==> src/rtl/sched_deq_mux.sv <==
// Scheduler-driven dequeue mux: locks onto one input FIFO for a whole packet
// and forwards it through a registered 2-entry skid buffer.
module sched_deq_mux #(
    parameter int NUM_FIFO   = 12,
    parameter int DATA_WIDTH = 64,
    parameter int KEEP_WIDTH = DATA_WIDTH / 8,
    parameter int SEL_WIDTH  = $clog2(NUM_FIFO)
) (
    input  logic                           clk,
    input  logic                           rst,
    input  logic [SEL_WIDTH-1:0]           sel_in,
    input  logic                           en_in,
    input  logic [NUM_FIFO*DATA_WIDTH-1:0] s_axis_tdata,
    input  logic [NUM_FIFO*KEEP_WIDTH-1:0] s_axis_tkeep,
    input  logic [NUM_FIFO-1:0]            s_axis_tvalid,
    input  logic [NUM_FIFO-1:0]            s_axis_tlast,
    output logic [NUM_FIFO-1:0]            s_axis_tready,
    output logic [DATA_WIDTH-1:0]          m_axis_tdata,
    output logic [KEEP_WIDTH-1:0]          m_axis_tkeep,
    output logic                           m_axis_tvalid,
    output logic                           m_axis_tlast,
    input  logic                           m_axis_tready,
    output logic [NUM_FIFO-1:0]            pe_tlast,
    output logic                           busy,
    output logic                           sel_err,
    output logic [1:0]                     o_dbg_state
);

    // Handshake: a beat moves on a port only in a cycle where valid and ready
    // are both high; valid never depends on ready, and a valid beat holds its
    // payload until taken.

    typedef enum logic [1:0] {
        ST_IDLE = 2'd0,
        ST_XFER = 2'd1,
        ST_GAP  = 2'd2
    } state_t;

    localparam logic [SEL_WIDTH:0] NUM_FIFO_EXT = (SEL_WIDTH + 1)'(NUM_FIFO);

    state_t                  r_state;
    state_t                  w_state_nxt;
    logic [SEL_WIDTH-1:0]    r_cur_sel;
    logic [SEL_WIDTH-1:0]    w_cur_sel_nxt;

    logic                    w_sel_in_range;
    logic                    w_req_valid;
    logic                    w_cur_valid;
    logic                    w_cur_last;
    logic [DATA_WIDTH-1:0]   w_cur_data;
    logic [KEEP_WIDTH-1:0]   w_cur_keep;

    logic                    w_space;
    logic                    w_accept;
    logic                    w_pop;
    logic [NUM_FIFO-1:0]     w_tready;
    logic [NUM_FIFO-1:0]     w_cur_onehot;

    // Head entry doubles as the registered m_axis output; skid entry sits behind it.
    logic                    r_out_valid;
    logic [DATA_WIDTH-1:0]   r_out_data;
    logic [KEEP_WIDTH-1:0]   r_out_keep;
    logic                    r_out_last;
    logic                    r_skd_valid;
    logic [DATA_WIDTH-1:0]   r_skd_data;
    logic [KEEP_WIDTH-1:0]   r_skd_keep;
    logic                    r_skd_last;

    logic [NUM_FIFO-1:0]     r_pe_tlast;
    logic                    r_sel_err;

    assign w_sel_in_range = ({1'b0, sel_in} < NUM_FIFO_EXT);

    always_comb begin
        w_req_valid  = 1'b0;
        w_cur_valid  = 1'b0;
        w_cur_last   = 1'b0;
        w_cur_data   = '0;
        w_cur_keep   = '0;
        w_cur_onehot = '0;
        for (int i = 0; i < NUM_FIFO; i++) begin
            if (sel_in == SEL_WIDTH'(i)) begin
                w_req_valid = s_axis_tvalid[i];
            end
            if (r_cur_sel == SEL_WIDTH'(i)) begin
                w_cur_valid     = s_axis_tvalid[i];
                w_cur_last      = s_axis_tlast[i];
                w_cur_data      = s_axis_tdata[i*DATA_WIDTH +: DATA_WIDTH];
                w_cur_keep      = s_axis_tkeep[i*KEEP_WIDTH +: KEEP_WIDTH];
                w_cur_onehot[i] = 1'b1;
            end
        end
    end

    assign w_space  = ~(r_out_valid & r_skd_valid);
    assign w_accept = (r_state == ST_XFER) & w_space & w_cur_valid;
    assign w_pop    = r_out_valid & m_axis_tready;

    always_comb begin
        w_tready = '0;
        if (r_state == ST_XFER && w_space) begin
            w_tready = w_cur_onehot;
        end
    end

    always_comb begin
        w_state_nxt   = r_state;
        w_cur_sel_nxt = r_cur_sel;
        case (r_state)
            ST_IDLE: begin
                if (en_in && w_sel_in_range && w_req_valid) begin
                    w_state_nxt   = ST_XFER;
                    w_cur_sel_nxt = sel_in;
                end
            end
            ST_XFER: begin
                if (w_accept && w_cur_last) begin
                    w_state_nxt = ST_GAP;
                end
            end
            ST_GAP:  w_state_nxt = ST_IDLE;
            default: w_state_nxt = ST_IDLE;
        endcase
    end

    always_ff @(posedge clk) begin
        if (!rst) begin
            r_state   <= ST_IDLE;
            r_cur_sel <= '0;
        end else begin
            r_state   <= w_state_nxt;
            r_cur_sel <= w_cur_sel_nxt;
        end
    end

    // Refill the head from the skid entry first so beat order is preserved.
    always_ff @(posedge clk) begin
        if (!rst) begin
            r_out_valid <= 1'b0;
            r_out_data  <= '0;
            r_out_keep  <= '0;
            r_out_last  <= 1'b0;
            r_skd_valid <= 1'b0;
            r_skd_data  <= '0;
            r_skd_keep  <= '0;
            r_skd_last  <= 1'b0;
        end else if (w_pop || !r_out_valid) begin
            if (r_skd_valid) begin
                r_out_valid <= 1'b1;
                r_out_data  <= r_skd_data;
                r_out_keep  <= r_skd_keep;
                r_out_last  <= r_skd_last;
                r_skd_valid <= w_accept;
                if (w_accept) begin
                    r_skd_data <= w_cur_data;
                    r_skd_keep <= w_cur_keep;
                    r_skd_last <= w_cur_last;
                end
            end else begin
                r_out_valid <= w_accept;
                if (w_accept) begin
                    r_out_data <= w_cur_data;
                    r_out_keep <= w_cur_keep;
                    r_out_last <= w_cur_last;
                end
            end
        end else if (w_accept) begin
            r_skd_valid <= 1'b1;
            r_skd_data  <= w_cur_data;
            r_skd_keep  <= w_cur_keep;
            r_skd_last  <= w_cur_last;
        end
    end

    always_ff @(posedge clk) begin
        if (!rst) begin
            r_pe_tlast <= '0;
            r_sel_err  <= 1'b0;
        end else begin
            r_pe_tlast <= (w_accept && w_cur_last) ? w_cur_onehot : '0;
            if (r_state == ST_IDLE && en_in && !w_sel_in_range) begin
                r_sel_err <= 1'b1;
            end
        end
    end

    assign s_axis_tready = w_tready;
    assign m_axis_tvalid = r_out_valid;
    assign m_axis_tdata  = r_out_data;
    assign m_axis_tkeep  = r_out_keep;
    assign m_axis_tlast  = r_out_last;
    assign pe_tlast      = r_pe_tlast;
    assign busy          = (r_state != ST_IDLE);
    assign sel_err       = r_sel_err;
    assign o_dbg_state   = r_state;

endmodule

==> config.mk <==
export PLATFORM = sky130hd
export DESIGN_NAME = sched_deq_mux
export DESIGN_NICKNAME = d
export VERILOG_FILES = /design/src/rtl/sched_deq_mux.sv
export SDC_FILE = /design/constraint.sdc
export NUM_CORES = 1
export LEC_CHECK = 0
export CAP_MARGIN = 20
export CELL_PAD_IN_SITES_DETAIL_PLACEMENT = 2
export CELL_PAD_IN_SITES_GLOBAL_PLACEMENT = 2
export CORE_AREA = 2 2 393 395
export CTS_CLUSTER_DIAMETER = 150
export DETAILED_ROUTE_END_ITERATION = 8
export DIE_AREA = 0 0 395 397
export PLACE_DENSITY = 0.55
export REMOVE_ABC_BUFFERS = 1
export SETUP_SLACK_MARGIN = 0.02
export SKIP_CTS_REPAIR_TIMING = 1
export SLEW_MARGIN = 10
export SYNTH_ARGS = -nofsm -noshare
export SYNTH_HDL_FRONTEND = slang
export SYNTH_SLANG_ARGS = --single-unit
==> constraint.sdc <==
create_clock -name clk -period 2.2 [get_ports clk]
set_input_delay 0.22 -clock clk [delete_from_list [all_inputs] [get_ports clk]]
set_output_delay 0.22 -clock clk [all_outputs]
set_load 0.01 [all_outputs]
==> results.tsv, run 1 <==
metric	value	unit
cts_buffers	17	
placedCellCount	5127	
timing.fmax	0.415	GHz
drive_gt1_share	23.4	%
yosysSeqAreaShare	22.2	%
io_buffer_count	997	
ant_nets	0	
synth_ff_type	dfxtp_1	
drc_errors	0	
wirelength	154	mm
power_frac_comb	53.5	%
grt_pass1_vias	23500	
dpl.hpwl	123	mm
rsz0062_at_grt	yes	
clockBufferDepth	2	
synth_area_leaders	dfxtp_1, a21oi_1, mux2i_1	
rows	144	
p_clk_share	23.5	%
dieArea	0.157	sq mm
core	0.153	sq mm
r2r_setup_slack	-0.21	ns
holdPathEnd	m_axis_tdata[26]$_SDFFE_PN0P_	
ios	998	
seqPwrFrac	23.0	%
drt_iter0_drc	1064	
hp-start	m_axis_tdata[26]$_SDFFE_PN0P_	
yosysTopAreaCellShare	22.2	%
hp-class	reg2reg	
grt_usage	18.2	%
initial_core_util	9.84	%
min_delay_path_depth	2	
htree_num_levels	4	
final_cells	5240	
grt-ovfl-total	0	
met3_usage	3.60	%
synthesis.area	0.0150	sq mm
gp_congestion	0.828	
post-place-ws	-0.531	ns
drt-wirelength-per-cell	29.4	um
slew_headroom	34.5	%
synth_most_common_cell	a21oi_1	
worst_pin_slew	0.979	ns
synthCells	1957	
worstSkewPairLatency	0.51	ns
synth-async-reset-ratio	0	%
grt_pass1_wl	199	mm
firstDrtPassIters	5	
dr_total_vias	22100	
worst_slack	-0.208	ns
synth_cell_types	79	
antenna_found_initial	32	
utilization	21.4	%
finalSetupViolCount	160	
switchingPower	5.30	mW
path_class	reg2reg	
p_int	8.62	mW
ys_warn_count	0	
grt_max_degree	51	
cts_tree	done	
root_buffer	clkbuf_16	
die_h	397	um
arrival	2.81	ns
crit_path_start_kind	register	
busiest_layer	met2	
die_x	395	um
viasPerCell	4.22	
power_density	424	mW/mm^2
r2r_end	m_axis_tdata[39]$_SDFFE_PN0P_	
worst_clock_skew	0.0169	ns
irDropWorstVdd	0.553	mV
outcome	finished, violations left	
clkSinkCount	167	
worstReg2RegStart	r_cur_sel[0]$_SDFFE_PN0P_	
cts.clk_slew.worst_paths	0.08	ns
use_met2	33.2	%
ys_seq_elements	167	
finalHoldViolCount	0	
violations	negative setup slack	
synth_edf_count	0	
period_needed	2.41	ns
leakage	11.2	nW
synth_common_cells	a21oi_1, dfxtp_1, nand2_1	
area_growth	118	%
r2r_cells	10	
drv_cap	0	
tns	-18.90	ns
synth.avg_cell_area	7.69	sq um
period_share	109	%
nets	4072	
required	2.60	ns
yosysTopAreaCell	dfxtp_1	
final.fill_count	17500	
maxSlewViolCount	0	
use_met1	22.1	%
cp_max_fo	6	
worstSetupEndpointType	register	
sw_frac_of_total	38.1	%
==> power by group through the flow <==
| stage | clock network, mW | registers (mW) | logic [mW] |
|---|---|---|---|
| 6_report | 3.28 | 3.20 | 7.45 |
| 5_1_grt | 3.55 | 3.21 | 7.90 |
| 4_1_cts | 3.50 | 3.23 | 6.77 |
| 3_5_place_dp | 0 | 3.30 | 6.74 |
| 3_3_place_gp | 0 | 3.30 | 6.70 |
| 2_1_floorplan | 0 | 3.45 | 2.07 |
==> layer usage <==
layer  part of all wire, %  wire, um
met3                   4.9      7610
met5                 0.064        99
met4                   1.7      2560
met2                    52     79400
met1                    42     64200
==> critical path, stage by stage (launching register included) <==
cell and delay [ns]:
dfxtp_4 0.42, buf_12 0.17, buf_16 0.16, or2_2 0.14, nor2_1 0.04, buf_4 0.16, a222oi_1 0.44, buf_4 0.21
a31oi_4 0.11, and2_4 0.18, o221a_2 0.24
==> through the flow <==
stage / total power, mW / area [sq um] / hold WS, ns
2_1_floorplan: 5.52 / 13800 / 0.353
3_3_place_gp: 9.99 / 30200 / 0.447
3_5_place_dp: 10.0 / 30200 / 0.454
4_1_cts: 13.5 / 30800 / 0.391
5_1_grt: 14.7 / 32800 / 0.476
6_report: 13.9 / 32800 / 0.460
==> cell usage in the layout, fill, tap and decap left out, types with 29 or more instances in the layout <==
cell type / netlist / final
a22oi_1: 41 / 40
mux2_2: 33 / 33
buf_6: 26 / 29
a21oi_1: 239 / 222
clkdlybuf4s50_1: 0 / 985
a31oi_1: 43 / 36
o21ai_0: 142 / 126
buf_12: 0 / 90
buf_4: 17 / 296
nand2_1: 167 / 162
o22ai_1: 63 / 57
mux2i_1: 74 / 73
nor3_1: 86 / 77
o21a_1: 36 / 33
a22o_1: 64 / 63
dfxtp_1: 167 / 161
nor2_1: 109 / 102
==> worst max path at each step <==
stage                                         start                            end  slack, ns  cells after the start
after detailed placement  r_cur_sel[2]$_SDFFE_PN0P_    r_skd_data[61]$_SDFFE_PN0P_      -0.53                      8
after floorplan           r_cur_sel[0]$_SDFFE_PN0P_     r_skd_data[0]$_SDFFE_PN0P_      -7.10                      6
after global routing      r_cur_sel[2]$_SDFFE_PN0P_     r_skd_data[3]$_SDFFE_PN0P_      -0.28                     10
final                     r_cur_sel[0]$_SDFFE_PN0P_  m_axis_tdata[39]$_SDFFE_PN0P_      -0.21                     10
after CTS                 r_cur_sel[1]$_SDFFE_PN0P_              s_axis_tready[10]      -0.75                      6
after global placement    r_cur_sel[2]$_SDFFE_PN0P_  m_axis_tdata[61]$_SDFFE_PN0P_      -0.47                      8
==> sequential cells by signal (all words and copies together) (netlist names) <==
| signal | count |
|---|---|
| r_skd_data | 64 |
| o_dbg_state | 2 |
| m_axis_tdata | 64 |
| m_axis_tlast | 1 |
| sel_err | 1 |
| r_skd_keep | 8 |
| r_skd_last | 1 |
| r_skd_valid | 1 |
| m_axis_tkeep | 8 |
| r_cur_sel | 4 |
| m_axis_tvalid | 1 |
| pe_tlast | 12 |
==> cell type report <==
class	count	area [sq um]	share of cell area (%)
inverters	17	78.8	0.240
multi-input cells	1541	11400	34.7
diodes	7	17.5	0.0534
clock inverters	14	159	0.484
flip-flops and latches	167	3360	10.3
repair buffers	1432	14800	45.1
well taps	2044	2560	7.79
clock buffers	18	439	1.34
==> cell families after synthesis <==
kind of cell           count (synthesis)  share of synthesized area [%]
buffers and inverters                249                           8.61
and+or+nand+nor                      502                           16.2
DFF                                  167                           22.2
AOI/OAI and AO/OA                    907                           42.0
muxes                                132                           11.0
Power figures use the tool's default switching activity.
==> run 2, diff against run 1 <==
--- a/config.mk
+++ b/config.mk
@@ -6,13 +6,13 @@
 export NUM_CORES = 1
 export LEC_CHECK = 0
 export CAP_MARGIN = 20
-export CELL_PAD_IN_SITES_DETAIL_PLACEMENT = 2
-export CELL_PAD_IN_SITES_GLOBAL_PLACEMENT = 2
-export CORE_AREA = 2 2 393 395
+export CELL_PAD_IN_SITES_DETAIL_PLACEMENT = 1
+export CELL_PAD_IN_SITES_GLOBAL_PLACEMENT = 1
+export CORE_AREA = 2 2 386 388
 export CTS_CLUSTER_DIAMETER = 150
 export DETAILED_ROUTE_END_ITERATION = 8
-export DIE_AREA = 0 0 395 397
-export PLACE_DENSITY = 0.55
+export DIE_AREA = 0 0 388 390
+export PLACE_DENSITY = 0.47
 export REMOVE_ABC_BUFFERS = 1
 export SETUP_SLACK_MARGIN = 0.02
 export SKIP_CTS_REPAIR_TIMING = 1
==> results.tsv, run 2 (synthesized netlist as in run 1, its figures left out) <==
metric	value	unit
drc_errors	0	
p_clk_share	23.4	%
post-place-ws	-0.622	ns
ant_nets	0	
clkSinkCount	167	
worstSkewPairLatency	0.53	ns
dr_total_vias	22300	
drv_cap	0	
cpMaxStageDelayCell	dfxtp_4	
rows	141	
clockBufferDepth	2	
violations	negative setup slack	
total_power	14.0	mW
htree_num_levels	4	
dpl.hpwl	125	mm
grt-ovfl-total	0	
dieArea	0.151	sq mm
area_growth	121	%
finalSetupViolCount	155	
io_buffer_count	997	
p_int	8.77	mW
viasPerCell	4.30	
leakage	11.6	nW
worst_clock_skew	0.0170	ns
period_needed	2.40	ns
grt_pass1_vias	22900	
period_share	109	%
crit_path_start_kind	register	
worst_path_most_repeated_cell	buf_12	
sw_frac_of_total	37.5	%
tns	-15.59	ns
drt_iter0_drc	1307	
hp-class	in2reg	
grt_max_degree	52	
cp_max_fo	13	
worst_pin_slew	1.02	ns
max_stage_delay	0.39	ns
arrival	2.81	ns
core	0.147	sq mm
drive_gt1_share	25.3	%
nets	4124	
worst_slack	-0.200	ns
layout_commonest_cell	clkdlybuf4s50_1	
gp_congestion	0.863	
power_density	421	mW/mm^2
layout_common_cells	clkdlybuf4s50_1, buf_4, a21oi_1, dfxtp_1, nand2_1	
cts.clk_slew.worst_paths	0.08	ns
final.fill_count	17100	
cts_buffers	17	
cts_tree	done	
rsz0062_at_grt	yes	
slew_headroom	32.0	%
required	2.61	ns
initial_core_util	10.2	%
utilization	22.6	%
crit_chain	buf_12, buf_12, nor2b_4, o21a_1, a221oi_4, buf_4, o21ai_4, buf_6, buf_12, a21oi_1, a311oi_1	
grt_usage	18.9	%
switchingPower	5.26	mW
fin_hold_ws	0.421	ns
die_h	390	um
ios	998	
seqPwrFrac	22.8	%
irDropWorstVdd	0.536	mV
wirelength	157	mm
firstDrtPassIters	7	
antenna_found_initial	42	
die_x	388	um
power_frac_comb	53.8	%
drt-wirelength-per-cell	30.3	um
finalHoldViolCount	0	
grt_pass1_wl	197	mm
worstSetupEndpointType	register	
maxSlewViolCount	0	
outcome	finished, violations left	
timing.fmax	0.417	GHz
root_buffer	clkbuf_16	
path_class	reg2reg	
[run 2: cell types whose count changed in the layout (fill, tap and decap cells not counted), moves of 7 or more]
cell,delta
buf_4,+25
nor2_1,-7
buf_6,+20
o21ai_1,+7
mux2i_1,-9
[run 2: critical path: cells and delay by family, from the launching register on]
kind	cells	cell delay, ns
flops	1	0.39
simple gates	1	0.27
buf+inv	5	0.75
compound gates	5	0.88
[run 2: layout make-up]
class | instances | area (sq um) | share of cell area (%)
tap | 1930 | 2410 | 7.25
multi-input combinational | 1542 | 11500 | 34.6
inverter | 17 | 72.6 | 0.218
clock buffer | 19 | 443 | 1.33
sequential | 167 | 3360 | 10.1
clock inverter | 13 | 135 | 0.406
timing repair buffer | 1483 | 15300 | 46.1
antenna | 7 | 17.5 | 0.0526
[run 2: power groups by stage]
stage / combinational [mW] / clock (mW) / sequential (mW)
floorplan: 2.07 / 0 / 3.45
finish: 7.55 / 3.29 / 3.20
global placement: 6.65 / 0 / 3.29
detailed placement: 6.67 / 0 / 3.29
global route: 7.97 / 3.55 / 3.21
CTS: 6.70 / 3.48 / 3.22
[run 2: metal layers]
metal | wire length [um] | part of all wire [%] | vias to the layer above | GRT usage (%)
met2 | 77700 | 50 | 818 | 33.1
li1 | - | - | 10200 | -
met3 | 8790 | 5.6 | 141 | 4.11
met4 | 3020 | 1.9 | 18 | 4.16
met1 | 67100 | 43 | 11100 | 23.6
met5 | 112 | 0.071 | - | 0
[run 2: stage by stage]
stage	instances	area [sq um]
after CTS	5067	30600
after global routing	5175	33300
after detailed placement	5035	30100
final	5178	33300
after global placement	5035	30100
after floorplan	1725	13800
[run 2: final timing paths]
check / slack [ns] / startpoint / end / cells past startpoint
setup / recovery: -0.20 / r_cur_sel[2]$_SDFFE_PN0P_ / r_skd_data[10]$_SDFFE_PN0P_ / 11
hold / removal: 0.42 / sel_in[2] / sel_err$_SDFFE_PN0P_ / 3
setup reg to reg: -0.20 / r_cur_sel[2]$_SDFFE_PN0P_ / r_skd_data[10]$_SDFFE_PN0P_ / 11
hold reg to reg: 0.46 / m_axis_tdata[9]$_SDFFE_PN0P_ / m_axis_tdata[9]$_SDFFE_PN0P_ / 2
==> run 3, diff against run 2 <==
==> constraint.sdc (replaced) <==
create_clock -name clk -period 2.5 [get_ports clk]
set_input_delay 0.25 -clock clk [delete_from_list [all_inputs] [get_ports clk]]
set_output_delay 0.25 -clock clk [all_outputs]
set_load 0.01 [all_outputs]
==> results.tsv, run 3 (synthesized netlist as in run 1, its figures left out) <==
metric	value	unit
final-seq-area	0.00336	sq mm
cpMaxStageDelayCell	dfxtp_4	
period_share	100	%
period_needed	2.51	ns
htree_num_levels	4	
path_buf_inv	5	
crit_chain	buf_8, buf_12, nor2b_4, o21a_1, a221oi_4, buf_6, o211ai_4, a21oi_4, buf_12, buf_12, a221o_1	
nets	4010	
wirelength	154	mm
dr_total_vias	21800	
required	2.90	ns
drt-wirelength-per-cell	30.5	um
total_power	11.8	mW
arrival	2.91	ns
max_stage_delay	0.41	ns
grt_max_degree	56	
worst_slack	-0.00792	ns
drc_errors	0	
met3WireLength	8.90	mm
area_growth	109	%
finalInstanceArea	0.0315	sq mm
grt-ovfl-total	0	
multi_input_area	0.0109	sq mm
grt_pass1_wl	195	mm
drive_gt1_share	20.0	%
crit_path_start_kind	register	
worstSkewPairLatency	0.52	ns
rsz0062_at_grt	yes	
finalSetupViolCount	2	
placed_area	0.0296	sq mm
routedLengthMet1	65.8	mm
power_density	375	mW/mm^2
dieArea	0.151	sq mm
path_class	reg2reg	
slew_headroom	44.3	%
grt_pass1_vias	22800	
irDropWorstVdd	0.329	mV
root_buffer	clkbuf_16	
path_delay_family	compound AO/OA/AOI/OAI gates	
ios	998	
final.fill_count	17300	
cp_max_fo	14	
gp_congestion	0.867	
viasPerCell	4.31	
drv_cap	0	
violations	negative setup slack	
die_x	388	um
topRoutingLayerUsed	met5	
cts.clk_slew.worst_paths	0.08	ns
clockBufferDepth	2	
outcome	finished, violations left	
worst_pin_slew	0.832	ns
initial_core_util	10.2	%
worst_clock_skew	0.0191	ns
die_h	390	um
wl_met2	76.5	mm
core	0.147	sq mm
io_buffer_count	997	
grt_usage	18.7	%
cts_buffers	17	
cts_tree	done	
rows	141	
drt_iter0_drc	1322	
leakage	10.8	nW
clkSinkCount	167	
timing.fmax	0.399	GHz
maxSlewViolCount	0	
dpl.hpwl	122	mm
worstSetupEndpointType	register	
firstDrtPassIters	5	
ant_nets	0	
finalHoldViolCount	0	
worst_path_most_repeated_cell	buf_12	
hp-class	reg2reg	
antenna_found_initial	41	
layout_commonest_cell	clkdlybuf4s50_1	
r2r_setup_slack	-0.008	ns
layout_common_cells	clkdlybuf4s50_1, buf_4, a21oi_1, nand2_1, dfxtp_1	
[run 3: changes by cell type in the layout (fill, tap and decap cells not counted), sizes merged]
cell and delta:
and4b -1, buf -121, bufinv -1, clkbuf +2, clkdlybuf4s50 +1, clkinv -1, clkinvlp +1, diode +3
dlymetal6s2s +4, inv +2
[run 3: per-stage QoR]
| step | util (%) | instances | TNS [ns] | hold WS [ns] | setup slack (ns) |
|---|---|---|---|---|---|
| 5_1_grt | 21.4 | 5059 | -3.04 | 0.470 | -0.0829 |
| 3_5_place_dp | 20.1 | 4973 | -13.11 | 0.452 | -0.370 |
| 2_1_floorplan | - | 1725 | -1054.62 | 0.383 | -6.80 |
| 4_1_cts | 20.5 | 5005 | -15.79 | 0.420 | -0.649 |
| 3_3_place_gp | 20.1 | 4973 | -19.58 | 0.445 | -0.366 |
| 6_report | 21.4 | 5067 | -0.0119 | 0.459 | -0.00792 |
[run 3: path summary, 6_finish.rpt]
| path | startpoint | endpoint | depth (start not counted) |
|---|---|---|---|
| max | r_cur_sel[2]$_SDFFE_PN0P_ | m_axis_tdata[36]$_SDFFE_PN0P_ | 11 |
| min | m_axis_tdata[17]$_SDFFE_PN0P_ | m_axis_tdata[17]$_SDFFE_PN0P_ | 2 |
| max reg2reg | r_cur_sel[2]$_SDFFE_PN0P_ | m_axis_tdata[36]$_SDFFE_PN0P_ | 11 |
| min reg2reg | m_axis_tdata[17]$_SDFFE_PN0P_ | m_axis_tdata[17]$_SDFFE_PN0P_ | 2 |
[run 3: report_power, final]
| part | leakage [nW] | internal [mW] | switching [mW] |
|---|---|---|---|
| Clock | 0.274 | 1.32 | 1.51 |
| Sequential | 1.35 | 2.74 | 0.0758 |
| Combinational | 9.17 | 3.22 | 2.94 |
[run 3: routing by layer]
layer / vias to the layer above / global-route usage (%)
met5: - / 0
met3: 142 / 3.73
met4: 14 / 3.57
met2: 810 / 33.4
met1: 10900 / 23.1
li1: 9917 / -
[run 3: final cells by class]
class / instances / share of cell area (%)
clock buffers: 18 / 1.36
clock inverters: 14 / 0.425
well taps: 1930 / 7.67
flip-flops and latches: 167 / 10.7
diodes: 10 / 0.0795
repair buffers: 1370 / 44.8
inverters: 17 / 0.230
multi-input cells: 1541 / 34.7
[run 3: tightest hold or removal path: stages, from the launching register on]
cell and delay (ns):
dfxtp_1 0.31, inv_1 0.05, o32ai_1 0.05
